==> src/rtl/mcycle_unit_if.sv <==
// Request/result bundle between the Execute stage and the multi-cycle MUL/DIV unit.
interface mcycle_unit_if #(
  parameter int unsigned WIDTH = 32
);
  logic             Start;
  logic             MCycleOp;
  logic [WIDTH-1:0] Operand1;
  logic [WIDTH-1:0] Operand2;
  logic [3:0]       WA3_In;
  logic [WIDTH-1:0] Result1;
  logic [WIDTH-1:0] Result2;
  logic             Busy;
  logic             Ready;
  logic [3:0]       WA3_MCycle;

  modport master (
    output Start, MCycleOp, Operand1, Operand2, WA3_In,
    input  Result1, Result2, Busy, Ready, WA3_MCycle
  );

  modport slave (
    input  Start, MCycleOp, Operand1, Operand2, WA3_In,
    output Result1, Result2, Busy, Ready, WA3_MCycle
  );
endinterface

==> src/rtl/mcycle_unit.sv <==
// Iterative unsigned multiply (shift-add) / divide (restoring) unit, one bit per cycle.
// Results are published only on entry to DONE, with a one-cycle Ready pulse.
module mcycle_unit #(
  parameter int unsigned WIDTH = 32
) (
  input  logic          CLK,
  input  logic          RESET,
  mcycle_unit_if.slave  bus
);
  localparam int unsigned CW = (WIDTH > 1) ? $clog2(WIDTH) : 1;

  typedef enum logic [1:0] {
    IDLE    = 2'd0,
    COMPUTE = 2'd1,
    DONE    = 2'd2
  } state_t;

  state_t state, state_next;

  logic [CW-1:0]      count;
  logic               op;
  logic [2*WIDTH-1:0] mcand;
  logic [WIDTH-1:0]   mplier;
  logic [2*WIDTH-1:0] acc;
  logic [WIDTH-1:0]   divisor;
  logic [WIDTH-1:0]   dvd;
  logic [WIDTH-1:0]   rem;
  logic [WIDTH-1:0]   result1_q;
  logic [WIDTH-1:0]   result2_q;
  logic [3:0]         wa3_q;

  logic               accept;
  logic               last_iter;
  logic [2*WIDTH-1:0] acc_next;
  logic [WIDTH:0]     rem_sh;
  logic               q_bit;
  logic [WIDTH-1:0]   rem_next;
  logic [WIDTH-1:0]   dvd_next;

  assign accept    = ((state == IDLE) || (state == DONE)) && bus.Start;
  assign last_iter = (count == CW'(WIDTH - 1));

  // Next-state and handshake outputs
  always_comb begin
    state_next = state;
    bus.Busy   = 1'b0;
    bus.Ready  = 1'b0;
    unique case (state)
      IDLE: begin
        bus.Busy = bus.Start;
        if (bus.Start) state_next = COMPUTE;
      end
      COMPUTE: begin
        bus.Busy = 1'b1;
        if (last_iter) state_next = DONE;
      end
      DONE: begin
        bus.Ready = 1'b1;
        bus.Busy  = bus.Start;
        state_next = bus.Start ? COMPUTE : IDLE;
      end
      default: state_next = IDLE;
    endcase
  end

  // One iteration of each algorithm; only the active op's result is published.
  // The dividend register doubles as the quotient register: dividend bits leave
  // at the top while quotient bits enter at the bottom.
  always_comb begin
    acc_next = mplier[0] ? (acc + mcand) : acc;
    rem_sh   = {rem, dvd[WIDTH-1]};
    q_bit    = (rem_sh >= {1'b0, divisor});
    rem_next = q_bit ? WIDTH'(rem_sh - {1'b0, divisor}) : WIDTH'(rem_sh);
    dvd_next = {dvd[WIDTH-2:0], q_bit};
  end

  always_ff @(posedge CLK or posedge RESET) begin
    if (RESET) begin
      state <= IDLE;
    end else begin
      state <= state_next;
    end
  end

  always_ff @(posedge CLK or posedge RESET) begin
    if (RESET) begin
      count     <= '0;
      op        <= 1'b0;
      mcand     <= '0;
      mplier    <= '0;
      acc       <= '0;
      divisor   <= '0;
      dvd       <= '0;
      rem       <= '0;
      result1_q <= '0;
      result2_q <= '0;
      wa3_q     <= '0;
    end else if (accept) begin
      count   <= '0;
      op      <= bus.MCycleOp;
      mcand   <= {{WIDTH{1'b0}}, bus.Operand1};
      mplier  <= bus.Operand2;
      acc     <= '0;
      divisor <= bus.Operand2;
      dvd     <= bus.Operand1;
      rem     <= '0;
      wa3_q   <= bus.WA3_In;
    end else if (state == COMPUTE) begin
      count  <= count + 1'b1;
      mcand  <= mcand << 1;
      mplier <= mplier >> 1;
      acc    <= acc_next;
      dvd    <= dvd_next;
      rem    <= rem_next;
      if (last_iter) begin
        result1_q <= op ? dvd_next : acc_next[WIDTH-1:0];
        result2_q <= op ? rem_next : acc_next[2*WIDTH-1:WIDTH];
      end
    end
  end

  assign bus.Result1    = result1_q;
  assign bus.Result2    = result2_q;
  assign bus.WA3_MCycle = wa3_q;
endmodule

==> src/flat_wrapper.sv <==
// flat-port wrapper written by rule: the top's interface ports become plain ports
module mcycle_unit_flat 
#(
  parameter int unsigned WIDTH = 32
)
  (CLK, RESET, bus_Start, bus_MCycleOp, bus_Operand1, bus_Operand2, bus_WA3_In, bus_Result1, bus_Result2, bus_Busy, bus_Ready, bus_WA3_MCycle);
  mcycle_unit_if #(.WIDTH(WIDTH)) bus_i ();
  input  logic CLK;
  input  logic RESET;
  input wire logic [$bits(bus_i.Start)-1:0] bus_Start;
  input wire logic [$bits(bus_i.MCycleOp)-1:0] bus_MCycleOp;
  input wire logic [$bits(bus_i.Operand1)-1:0] bus_Operand1;
  input wire logic [$bits(bus_i.Operand2)-1:0] bus_Operand2;
  input wire logic [$bits(bus_i.WA3_In)-1:0] bus_WA3_In;
  output wire logic [$bits(bus_i.Result1)-1:0] bus_Result1;
  output wire logic [$bits(bus_i.Result2)-1:0] bus_Result2;
  output wire logic [$bits(bus_i.Busy)-1:0] bus_Busy;
  output wire logic [$bits(bus_i.Ready)-1:0] bus_Ready;
  output wire logic [$bits(bus_i.WA3_MCycle)-1:0] bus_WA3_MCycle;
  assign bus_i.Start = bus_Start;
  assign bus_i.MCycleOp = bus_MCycleOp;
  assign bus_i.Operand1 = bus_Operand1;
  assign bus_i.Operand2 = bus_Operand2;
  assign bus_i.WA3_In = bus_WA3_In;
  assign bus_Result1 = bus_i.Result1;
  assign bus_Result2 = bus_i.Result2;
  assign bus_Busy = bus_i.Busy;
  assign bus_Ready = bus_i.Ready;
  assign bus_WA3_MCycle = bus_i.WA3_MCycle;
  mcycle_unit #(.WIDTH(WIDTH)) u_core (.CLK(CLK), .RESET(RESET), .bus(bus_i));
endmodule
==> config.mk <==
export PLATFORM = sky130hd
export DESIGN_NAME = mcycle_unit_flat
export DESIGN_NICKNAME = d
export VERILOG_FILES = /design/src/rtl/mcycle_unit_if.sv /design/src/rtl/mcycle_unit.sv /design/src/flat_wrapper.sv
export SDC_FILE = /design/constraint.sdc
export NUM_CORES = 1
export LEC_CHECK = 0
export CELL_PAD_IN_SITES_DETAIL_PLACEMENT = 0
export CELL_PAD_IN_SITES_GLOBAL_PLACEMENT = 2
export CORE_MARGIN = 4
export CORE_UTILIZATION = 40
export CTS_CLUSTER_DIAMETER = 120
export DETAILED_ROUTE_END_ITERATION = 8
export GPL_TIMING_DRIVEN = 0
export HOLD_SLACK_MARGIN = 0.1
export PLACE_DENSITY = 0.87
export SLEW_MARGIN = 20
export SYNTH_ARGS = -nofsm -noshare
export SYNTH_HDL_FRONTEND = slang
export SYNTH_SLANG_ARGS = --single-unit
export TNS_END_PERCENT = 20
==> constraint.sdc <==
create_clock -name CLK -period 30.2 [get_ports CLK]
set_input_delay 4.53 -clock CLK [delete_from_list [all_inputs] [get_ports CLK]]
set_output_delay 4.53 -clock CLK [all_outputs]
set_load 0.05 [all_outputs]
==> results.json <==
{
  "syn_avg_cell_area_sq_um": 8.95,
  "drive_gt1_frac": 0.0454,
  "slew_headroom": 0.194,
  "clk_latency_ps": 570,
  "rr_endpoint": "u_core.bus.Result2[28]",
  "die_x_um": 229,
  "drv_cap": 0,
  "worstPathRequired_ps": 25670,
  "ctsResizeCount": 0,
  "cts.clk_slew.worst_paths_ps": 60,
  "gp_congestion": 0.919,
  "cpPeakStageDelay_ps": 840,
  "crit_fanout": 10,
  "hold_viol_final": 0,
  "setup_viol": 0,
  "area_delta_synth_final_pct": 18.8,
  "fin_tns_setup_ps": 0,
  "overflow": 0,
  "post_cts_buffers": 0,
  "min_path_cells": 2,
  "grt_pass1_wl_um": 110000,
  "die_h_um": 229,
  "routed_wl_um": 72000,
  "synth_ff_type": "dfrtp_1",
  "coreArea_sq_mm": 0.0480,
  "synth_edf_count": 0,
  "dr.pass1.iters": 5,
  "endpoint_kind": "output port",
  "vias": 17600,
  "antenna_found_initial": 1,
  "root_buffer": "clkbuf_16",
  "worstSetupPathType": "primary input to output port",
  "start_util": 0.407,
  "post_drt_wl_per_cell_um": 23.9,
  "cts_buffer_depth": 3,
  "core.rowCount": 80,
  "nNetsFinal": 2541,
  "startpoint_type": "primary input",
  "grt_max_degree": 100,
  "ys_seq_area_frac": 0.425,
  "dp_hpwl_um": 54300,
  "via_per_inst": 5.84,
  "hold_path_end": "u_core.bus.WA3_MCycle[3]",
  "syn_area_sq_mm": 0.0195,
  "clock_sinks": 332,
  "postSynthCellCount": 2184,
  "r2r_cells": 15,
  "hold_buffers": 0,
  "n_antenna_cell": 0,
  "crit_chain": "clkdlybuf4s50_1, nor2b_1, clkbuf_1, nor2_1, clkbuf_1, inv_1, clkdlybuf4s50_1",
  "dr.first_iter.drc_count": 1590,
  "period_needed_ps": 12240,
  "cts_tree": "built",
  "cp_top_family": "buffers and inverters",
  "synth_nets": 2355,
  "reg2reg_slack_ps": 26030,
  "ios": 142,
  "final_max_slew_viol_count": 0,
  "ys_seq_elements": 332,
  "r2r_start": "u_core.dvd[31]",
  "tightest_slew_ps": 1210,
  "crit_slowest_cell": "clkdlybuf4s50_1",
  "post-route-period-util": 0.405,
  "outcome": "finished, final reports clean",
  "clock.fmax_ghz": 0.0817,
  "drc": 0,
  "cts_inserted_buffers": 40,
  "synth_cell_types": 78,
  "io_buffer_count": 141,
  "grtUsageTotal": 0.269,
  "grt_pass1_vias": 17800,
  "yosys_warnings": 0,
  "min_from": "u_core.bus.WA3_MCycle[3]",
  "timing.critical_path.arrival_ps": 7710,
  "dieArea_sq_mm": 0.0524,
  "h-tree-depth": 2,
  "cp.buffers_inverters": 5,
  "grt_setup_unrepaired": "no",
  "clock_skew_ps": 29.6,
  "ant_nets": 0,
  "async_reset_ff_frac": 1.00,
  "hold_class": "flop to flop"
}
[layout by cell type (no fill, tap or decap), drive strengths merged, types with 26 or more instances in the layout]
cell type	netlist	layout
nand2	309	309
a221o	31	31
o21ai	265	265
nor2	142	142
xnor2	50	50
nand3	41	41
dfrtp	332	332
ha	97	97
nand4	26	26
inv	71	71
a21o	54	54
a31oi	38	38
a22o	55	55
xor2	30	30
clkdlybuf4s50	0	141
clkbuf	115	176
mux2i	77	77
a21oi	171	171
[tightest hold or removal path, stage by stage, from the launching register on]
cell     delay, ps
dfrtp_1        350
nand2_1         50
nand2_1         50
[worst max-delay path by stage]
stage	startpoint	to	cells past startpoint	slack (ps)
final	bus_Start	bus_Busy	7	17960
after global routing	bus_Start	bus_Busy	7	17820
after CTS	bus_Start	bus_Busy	7	17960
after detailed placement	bus_Start	bus_Busy	7	17970
after global placement	RESET	u_core.mcand[18]	2	11900
after floorplan	RESET	u_core.acc[0]	1	16470
[cell usage after synthesis (all sizes together) (4+ instances only)]
cell type	count	area share
nand2	309	0.059
nand2b	16	0.0051
a211o	6	0.0027
mux2	11	0.0065
xor2	30	0.013
a221o	31	0.016
a31oi	38	0.013
inv	71	0.014
dfrtp	332	0.43
nand3	41	0.011
o21ai	265	0.068
nor4	4	0.0016
a21o	54	0.021
a22o	55	0.025
ha	97	0.062
o221ai	5	0.0022
o21a	14	0.0054
nor2	142	0.027
a21boi	6	0.0023
nand4	26	0.0083
and3	8	0.0026
nand3b	4	0.0015
a211oi	15	0.0058
a22oi	16	0.0061
buf	19	0.0051
o22ai	5	0.0016
nor3	21	0.0054
nor2b	21	0.0067
xnor2	50	0.022
o211ai	9	0.0035
o31ai	12	0.0056
o21bai	19	0.0073
a21oi	171	0.044
and2	20	0.0064
mux2i	77	0.039
clkbuf	115	0.022
[sequential cells by signal, indices dropped and copies added (netlist names)]
name,cells
u_core.acc,64
u_core.bus.Result1,32
u_core.bus.Result2,32
u_core.bus.WA3_MCycle,4
u_core.count,5
u_core.divisor,32
u_core.dvd,32
u_core.mcand,64
u_core.mplier,32
u_core.op,1
u_core.rem,32
u_core.state,2
[layout make-up]
class / instances / area [sq um]
Buffer: 134 / 532
Clock buffer: 61 / 1250
Clock inverter: 12 / 154
Fill cell: 4689 / 24800
Inverter: 73 / 282
Multi-Input combinational cell: 1645 / 10400
Sequential cell: 332 / 8310
Tap cell: 615 / 769
Timing Repair Buffer: 144 / 1490
[stage by stage]
stage	hold slack, ps	util	cells	instance area, sq um	setup WS (ps)
6_report	481	0.483	3016	23200	17960
5_1_grt	499	0.483	3016	23200	17820
4_1_cts	484	0.483	3016	23200	17960
3_5_place_dp	469	0.454	2943	21800	17970
3_3_place_gp	461	0.452	2940	21700	11900
2_1_floorplan	445	-	2184	19500	16470
[cells by family (layout without fill, tap and decap cells)]
| kind of cell | count (synthesis) | after routing | share of synthesized area |
|---|---|---|---|
| buffers and inverters | 207 | 424 | 0.0412 |
| AOI/OAI and AO/OA | 754 | 754 | 0.248 |
| xor gates and xnor gates | 80 | 80 | 0.0359 |
| muxes | 88 | 88 | 0.0460 |
| adders and majority gates | 99 | 99 | 0.0642 |
| DFF | 332 | 332 | 0.425 |
| and+or+nand+nor | 624 | 624 | 0.139 |
[metal layers]
metal  GRT usage  wire, um  part of all wire
met5           0         0                 0
met4      0.0875      2420             0.034
met3      0.0340      3420             0.048
met2       0.447     34100              0.47
met1       0.365     32100              0.44
Power is left out: the tool's default activity adds up to more than one toggle a clock period on the data nets, which glitch-free logic cannot reach.
